## config.mk

```make
export PLATFORM = sky130hd
export DESIGN_NAME = btn_debounce
export DESIGN_NICKNAME = d
export VERILOG_FILES = /design/src/rtl/btn_debounce_pkg.sv /design/src/rtl/btn_debounce_sync_2ff.sv /design/src/rtl/btn_debounce.sv
export SDC_FILE = /design/constraint.sdc
export NUM_CORES = 1
export LEC_CHECK = 0
export ABC_CLOCK_PERIOD_IN_PS = 2000
export CORE_ASPECT_RATIO = 1.25
export CORE_UTILIZATION = 49
export DETAILED_ROUTE_END_ITERATION = 8
export PLACE_DENSITY = 0.72
export SYNTH_ARGS = -nofsm -noshare
export SYNTH_HDL_FRONTEND = slang
export SYNTH_SLANG_ARGS = --single-unit
export TNS_END_PERCENT = 30
```

## constraint.sdc

```tcl
create_clock -name CLK_in -period 2 [get_ports CLK_in]
set_clock_uncertainty 0.15 [all_clocks]
set_input_delay 0.4 -clock CLK_in [delete_from_list [all_inputs] [get_ports CLK_in]]
set_output_delay 0.4 -clock CLK_in [all_outputs]
set_load 0.03 [all_outputs]
```

## src/rtl/btn_debounce_pkg.sv

```systemverilog
// Shared definitions for the push-button debouncer: FSM state encoding and
// the default stability window for the 50 MHz board oscillator.
package btn_debounce_pkg;

  typedef enum logic [1:0] {
    ST_IDLE      = 2'd0,
    ST_WAIT_HIGH = 2'd1,
    ST_PRESSED   = 2'd2,
    ST_WAIT_LOW  = 2'd3
  } state_e;

  // 1 ms of stability at 50 MHz
  localparam int unsigned DEFAULT_STABLE_COUNT = 32'd50000;
  localparam int unsigned DEFAULT_CNT_W        = 32'd21;

endpackage

```

## src/rtl/btn_debounce_sync_2ff.sv

```systemverilog
// Two-flop synchroniser for a single asynchronous level; reusable for any
// board switch input. Resets both stages to 0.
module sync_2ff (
  input  logic clk_i,
  input  logic rst_ni,
  input  logic d_i,
  output logic q_o
);

  logic sync1_q;
  logic sync0_q;

  // Metastability filter: the first stage may go metastable, the second settles it
  always_ff @(posedge clk_i or negedge rst_ni) begin
    if (!rst_ni) begin
      sync1_q <= 1'b0;
      sync0_q <= 1'b0;
    end else begin
      sync1_q <= d_i;
      sync0_q <= sync1_q;
    end
  end

  assign q_o = sync0_q;

endmodule

```

## src/rtl/btn_debounce.sv

```systemverilog
// Push-button debouncer: synchronises a bouncing button level and turns
// stable transitions into a clean level plus single-cycle press/release strobes.
module btn_debounce
  import btn_debounce_pkg::*;
#(
  parameter int unsigned STABLE_COUNT = DEFAULT_STABLE_COUNT,
  parameter int unsigned CNT_W        = DEFAULT_CNT_W
) (
  input  logic CLK_in,
  input  logic RST_n,
  input  logic btn_in,
  output logic btn_level,
  output logic btn_press,
  output logic btn_release
);

  localparam logic [CNT_W-1:0] CNT_ONE  = CNT_W'(1);
  localparam logic [CNT_W-1:0] CNT_LAST = CNT_W'(STABLE_COUNT - 32'd1);

  logic             sync0_s;
  state_e           state_q;
  logic [CNT_W-1:0] cnt_q;
  logic [CNT_W-1:0] cnt_inc_d;
  logic             level_q;
  logic             press_q;
  logic             release_q;

  sync_2ff u_sync (
    .clk_i  (CLK_in),
    .rst_ni (RST_n),
    .d_i    (btn_in),
    .q_o    (sync0_s)
  );

  // Counter increment; only used in WAIT states below CNT_LAST, so it never wraps
  always_comb begin
    cnt_inc_d = cnt_q + CNT_ONE;
  end

  // Debounce FSM with registered level and strobes
  always_ff @(posedge CLK_in or negedge RST_n) begin
    if (!RST_n) begin
      state_q   <= ST_IDLE;
      cnt_q     <= '0;
      level_q   <= 1'b0;
      press_q   <= 1'b0;
      release_q <= 1'b0;
    end else begin
      press_q   <= 1'b0;
      release_q <= 1'b0;
      case (state_q)
        ST_IDLE: begin
          if (sync0_s) begin
            state_q <= ST_WAIT_HIGH;
            cnt_q   <= CNT_ONE;
          end else begin
            cnt_q   <= '0;
          end
        end
        ST_WAIT_HIGH: begin
          if (!sync0_s) begin
            state_q <= ST_IDLE;
            cnt_q   <= '0;
          end else if (cnt_q == CNT_LAST) begin
            state_q <= ST_PRESSED;
            cnt_q   <= '0;
            level_q <= 1'b1;
            press_q <= 1'b1;
          end else begin
            cnt_q   <= cnt_inc_d;
          end
        end
        ST_PRESSED: begin
          if (!sync0_s) begin
            state_q <= ST_WAIT_LOW;
            cnt_q   <= CNT_ONE;
          end else begin
            cnt_q   <= '0;
          end
        end
        ST_WAIT_LOW: begin
          if (sync0_s) begin
            state_q   <= ST_PRESSED;
            cnt_q     <= '0;
          end else if (cnt_q == CNT_LAST) begin
            state_q   <= ST_IDLE;
            cnt_q     <= '0;
            level_q   <= 1'b0;
            release_q <= 1'b1;
          end else begin
            cnt_q     <= cnt_inc_d;
          end
        end
        default: begin
          state_q <= ST_IDLE;
          cnt_q   <= '0;
          level_q <= 1'b0;
        end
      endcase
    end
  end

  assign btn_level   = level_q;
  assign btn_press   = press_q;
  assign btn_release = release_q;

endmodule

```

**Word-level counts from Yosys, hierarchy flattened**

Cells that the tools add are included.

- $add $sub $neg: 1
- Equal/unequal tests: 12
- Muxes and demuxes: 23
- Reduce and logical (&&, ||, !) cells: 4

Operators by type and width:

| cell | count |
|---|---|
| 21-bit case mux with 4 select lines | 1 |
| 21-bit two-way mux | 3 |
| 21-bit by 1-bit adder with 21-bit output (second input constant) | 1 |
| 21-bit by 16-bit equality test with 1-bit output (second input constant) | 1 |
| 2-bit two-way mux | 6 |
| 1-bit two-way mux | 11 |
| 2-bit inequality test (second input constant) | 4 |
| 2-bit case mux with 4 select lines | 1 |
| 5-bit AND reduction | 1 |
| 2-bit equality test (second input constant) | 2 |
| 2-bit by 1-bit inequality test with 1-bit output (second input constant) | 2 |
| 4-bit AND reduction | 1 |
| 3-bit by 2-bit inequality test with 1-bit output (second input constant) | 1 |
| 3-bit inequality test (second input constant) | 1 |
| 2-bit by 1-bit equality test with 1-bit output (second input constant) | 1 |
| 2-bit logical NOT | 1 |
| 1-bit case mux with 2 select lines | 1 |
| 2-bit nonzero test | 1 |

- Flip-flop bits (word level): 28
- Input bits: 3
- Output and inout bits: 3
- Word-level logic and storage cells: 47

**Longest topological paths before layout**

- Depth after elaboration: 4
- Depth in mapped cells: 6

**Cells and area by module**

Synthesis repeated with hierarchy kept, for this count alone.

- Cells, all modules: 132
- Area total of the unflattened synthesis: 1345.0 sq um

Modules (own cells, without submodules):

| module | times used | cells each | area an instance (sq um) | seq. area each (sq um) |
|---|---|---|---|---|
| btn_debounce | 1 | 130 | 1295.0 | 650.6 |
| sync_2ff | 1 | 2 | 50.0 | 50.0 |

**Worst setup path before layout**

Ideal clock, no wire load.

- Path type: reg-to-reg
- From: register cnt_q[0]
- To: register level_q, in the netlist btn_level
- Arrival time: 1.521 ns
- Data required time: 1.726 ns
- Slack: 0.206 ns
- Cell stages (with the launch flop): 6
- Path buffers: 0
- Period minus slack after synthesis: 1.794 ns
- Cells stage by stage: dfrtp_1 -> ha_1 -> and3_1 -> nand4_1 -> or2_2 -> a211o_1

- Cells in the longest elaborated chain, start to end: 3

RTL lines:

| item | RTL line | source |
|---|---|---|
| start: declaration | btn_debounce.sv:22 | `logic [CNT_W-1:0] cnt_q;` |
| start signal: assignment | btn_debounce.sv:70 | `cnt_q <= cnt_inc_d;` |
| start signal: assignment | btn_debounce.sv:91 | `cnt_q <= cnt_inc_d;` |
| 21-bit by 16-bit equality test with 1-bit output * | btn_debounce.sv:64, btn_debounce.sv:85 |  |
| 2-bit inequality test (no source line) | n/a |  |
| 5-bit AND reduction (no source line) * | n/a |  |
| end signal: assignment | btn_debounce.sv:67 | `level_q <= 1'b1;` |
| end signal: assignment | btn_debounce.sv:88 | `level_q <= 1'b0;` |
| end signal: assignment | btn_debounce.sv:97 | `level_q <= 1'b0;` |
| end: declaration | btn_debounce.sv:24 | `logic level_q;` |

Every way passes the cells marked *; elsewhere a longest branch is shown, timed or not.
A chain may end at the register's enable or synchronous reset.

**Worst setup path in the final report**

Ends and elaborated chain as after synthesis.

==> impl.org <==
** Setup path
- Critical Path AT :: approximately 2.0 ns
- Endpoint type of the worst setup path :: flop
- Counting both buffers and inverters, the worst setup path holds a total of 0.
- Broken down by cell family, the worst path's largest delay share belongs to simple AND/OR/NAND/NOR gates.
- Worst stage delay on the critical path :: between 0.4 and 0.5 ns
- Critical-path cell list :: ha_1, and3_2, nand4_1, or2_2, a211o_1
- Max Fanout on Critical Path :: 4
- STA classifies the critical path startpoint as a flop.
- Reg-to-reg startpoint :: cnt_q[0]$_DFF_PN0_
- Slowest CP cell :: sky130_fd_sc_hd__dfrtp_1
- Required arrival time at the worst endpoint :: 2.08 ns
- Tracing the worst setup path back leads to its startpoint at cnt_q[0]$_DFF_PN0_.
- The worst setup path is of the flop to flop kind.

** Routing
- Final wirelength :: between 2000 and 2500 um
- Using the TritonRoute via totals, the vias-per-cell ratio works out to approximately 5.9.
- Iteration count of the initial detailed-routing pass :: 4
- Wire per inst :: roughly 14 um
- Across all layers, the routed design uses approximately 1.0k vias.
- Once detail routing completed, the nets flagged for antenna violations numbered 0.
- In the routed design, unresolved DRC markers number 0.
- Number of design-rule violations left by the first detailed-router iteration :: 18

** Floorplanning
- Boundary Pins :: 6
- Num rows :: 20
- In this run the horizontal extent of the chip is roughly 48 um.
- The die covers 0.00291 mm^2.
- The total area inside the core boundary comes to between 0.002 and 0.003 mm^2.
- Starting Density :: 0.528
- Overall die height :: between 60 and 70 um

** Synth
- Number of distinct standard cells referenced by the synthesized netlist :: 30
- Number of synthesis warnings :: 0
- After synthesis the netlist holds a flip-flop and latch count of 28.
- Gate count of the mapped netlist :: 126
- Area of the mapped netlist :: between 0.001 and 0.0015 mm^2
- Share of the yosys chip area belonging to registers :: 0.530
- Synthesized area divided by synthesized cell count :: about 10 um^2
- Synthesized netlist net count :: between 100 and 150

** Placed design
- Detail Placement HPWL :: 1720 um
- At the end of routability-driven placement, the weighted congestion stood at 0.809.
- The count of buffers added on input and output ports is 5.
- The placed instances occupy a cell area of between 0.001 and 0.0015 mm^2.
- Before CTS, the worst setup slack after placement is between 0.07 and 0.08 ns.

** Timing
- Headroom to the max-slew limit came out at 0.752.
- For this run, the top clock speed supported by timing is approximately 520 MHz.
- In the finished design, the share of the clock period the worst path needs comes to 0.957.
- Worst path setup slack after routing :: 0.0854 ns
- Setup violations remaining at the end of the flow were counted as 0.
- The final hold violation count is 0.
- The final max-slew violation count is 0.
- Slew @ Worst Pin :: ~0.37 ns
- Period minus WS final :: around 1.9 ns

** Layout
- In the final layout, the share of cells above drive strength 1 is 0.137.
- From synthesis to final layout, the design area changed by 14.6%.
- Area of all placed cells without fillers :: about 0.0015 mm^2
- 0 antenna diodes ended up in the layout.
- The filler cells instantiated in the layout total 225.
- For this run, the post-layout net count is between 100 and 150.
- Fin util :: 0.605
- Sequential cell area :: 701 um^2
- The multi-input combinational cells in the finished layout cover a total of around 590 um^2.

** Clocking
- Counting every sink on the clock net gives 28.
- CTS tree :: built
- Maximum clock path buffer count :: 2
- Number of buffers added for setup after CTS :: 0
- H-tree level count :: 1
- At the later pin of the worst-skew pair, clock insertion delay measures 0.32 ns.
- After clock tree synthesis, the clock-pin slew on the worst setup and hold paths is between 0.1 and 0.15 ns.
- The tree is rooted in a sky130_fd_sc_hd__clkbuf_4.
- TritonCTS created 3 clock buffers.

** Global routing
- Entering global routing, the biggest net connects 29 pins.
- The first global-routing pass estimated 4280 um of wire.
- The initial antenna violation count is 0.
- Global-route usage over all layers :: 0.189
- Number of global-route vias before repair :: between 1k and 1.5k
- GRT overflow :: 0

** Power and ir drop
- Worst IR Drop VDD :: 433 uV
- Leakage power :: 0.658 nW
- In this run the power density over the cells is approximately 640 mW/mm^2.

** Run status
- Result of the run :: completed

** Worst hold path
- The startpoint identified for the worst hold timing path is u_sync.sync1_q$_DFF_PN0_.
- Worst min path class :: flop to flop

** Job
- Count of max-cap constraint violations :: 0
-- layer usage --
layer | global-route usage | wire [um] | share of wire | vias to the layer above
met4 | 0.0672 | 27 | 0.011 | 0
li1 | - | - | - | 486
met3 | 0.0280 | 79 | 0.032 | 4
met2 | 0.334 | 1240 | 0.50 | 20
met5 | 0 | 0 | 0 | -
met1 | 0.239 | 1120 | 0.45 | 502
-- synthesized netlist by cell type --
cell | instances | area (um^2)
sky130_fd_sc_hd__dfrtp_1 | 28 | 701
sky130_fd_sc_hd__nor2_1 | 14 | 52.6
sky130_fd_sc_hd__xor2_1 | 11 | 96.3
sky130_fd_sc_hd__a21oi_1 | 7 | 35.0
sky130_fd_sc_hd__nand4_1 | 7 | 43.8
sky130_fd_sc_hd__nand2_1 | 6 | 22.5
sky130_fd_sc_hd__nand3_1 | 6 | 30.0
sky130_fd_sc_hd__inv_1 | 5 | 18.8
sky130_fd_sc_hd__o31ai_1 | 5 | 37.5
sky130_fd_sc_hd__or4_1 | 5 | 37.5
sky130_fd_sc_hd__and4_1 | 4 | 35.0
sky130_fd_sc_hd__o21ai_0 | 4 | 20.0
sky130_fd_sc_hd__xnor2_1 | 3 | 26.3
sky130_fd_sc_hd__and2_1 | 2 | 12.5
sky130_fd_sc_hd__and3_1 | 2 | 12.5
sky130_fd_sc_hd__buf_2 | 2 | 10.0
sky130_fd_sc_hd__nor4_1 | 2 | 12.5
sky130_fd_sc_hd__a211o_1 | 1 | 8.76
sky130_fd_sc_hd__a21boi_0 | 1 | 7.51
sky130_fd_sc_hd__buf_6 | 1 | 11.3
sky130_fd_sc_hd__clkbuf_1 | 1 | 3.75
sky130_fd_sc_hd__ha_1 | 1 | 12.5
sky130_fd_sc_hd__nand4_4 | 1 | 21.3
sky130_fd_sc_hd__nor3_1 | 1 | 5.00
sky130_fd_sc_hd__nor3b_1 | 1 | 7.51
sky130_fd_sc_hd__nor4b_1 | 1 | 8.76
sky130_fd_sc_hd__nor4bb_1 | 1 | 10.0
sky130_fd_sc_hd__o211ai_1 | 1 | 7.51
sky130_fd_sc_hd__or2_2 | 1 | 6.26
sky130_fd_sc_hd__or3_2 | 1 | 7.51
-- power by group --
group	internal, mW	switching [mW]	total [mW]
Sequential	0.572	0.00457	0.576
Combinational	0.0109	0.0222	0.0331
Clock	0.203	0.161	0.364
Total	0.786	0.188	0.974
-- final timing paths --
check                                         endpoint  slack (ns)  cells past startpoint
worst min register to register    u_sync.q_o$_DFF_PN0_        0.22                      0
worst min-delay path              u_sync.q_o$_DFF_PN0_        0.22                      0
worst max-delay path             btn_level$_DFFE_PN0P_        0.09                      5
worst max register to register   btn_level$_DFFE_PN0P_        0.09                      5
max in group asynchronous       state_q[0]$_DFFE_PN0P_        1.17                      2
min in group asynchronous          cnt_q[15]$_DFF_PN0_        0.28                      2
-- cell usage in the layout (no fill, tap or decap), drive strengths merged --
master         netlist  routed
inv                  5       5
nand3                6       6
nand2                6       6
dlymetal6s2s         0       1
nor2                14      14
clkdlybuf4s50        0       4
o211ai               1       1
o21ai                4       4
bufinv               0       1
dfrtp               28      28
o31ai                5       5
nor3b                1       1
nor3                 1       1
and2                 2       2
nor4bb               1       1
or3                  1       1
ha                   1       1
or2                  1       1
and4                 4       4
nand4                8       8
a21oi                7       7
or4                  5       5
and3                 2       2
a211o                1       1
nor4b                1       1
xnor2                3       3
buf                  3       8
xor2                11      11
a21boi               1       1
nor4                 2       2
clkbuf               1       3
-- metrics by stage --
stage | std cells | power [mW] | setup TNS [ns] | hold WS [ns]
6_report | 172 | 0.974 | 0 | 0.220
4_1_cts | 172 | 0.991 | 0 | 0.224
2_1_floorplan | 126 | 0.599 | 0 | -0.0456
3_5_place_dp | 168 | 0.621 | 0 | 0.189
5_1_grt | 172 | 1.01 | -0.00361 | 0.229
3_3_place_gp | 168 | 0.620 | 0 | 0.183
-- cells by family after synthesis --
kind of cell / synth area share
DFF: 0.530
and+or+nand+nor: 0.246
AOI/OAI and AO/OA: 0.0881
xor gates and xnor gates: 0.0928
buffers and inverters: 0.0331
adders and majority gates: 0.00947
-- registers in the layout, summed over array words and instances (netlist names), named ones only --
name and count:
btn_level 1, btn_press 1, btn_release 1, cnt_q 21, state_q 1, u_sync.q_o 1
u_sync.sync1_q 1
-- layout make-up --
type	instances	share of cell area
well taps	33	0.0273
clock buffers	3	0.0149
flip-flops and latches	28	0.463
multi-input cells	89	0.388
repair buffers	13	0.0744
inverters	5	0.0124
clock inverters	1	0.0198
-- what timing repair did --
item                                    CTS  global route
endpoints found under the setup margin    0            12
gates resized for setup                   0             5
hold buffers                              0             0
Power figures use the tool's default switching activity.
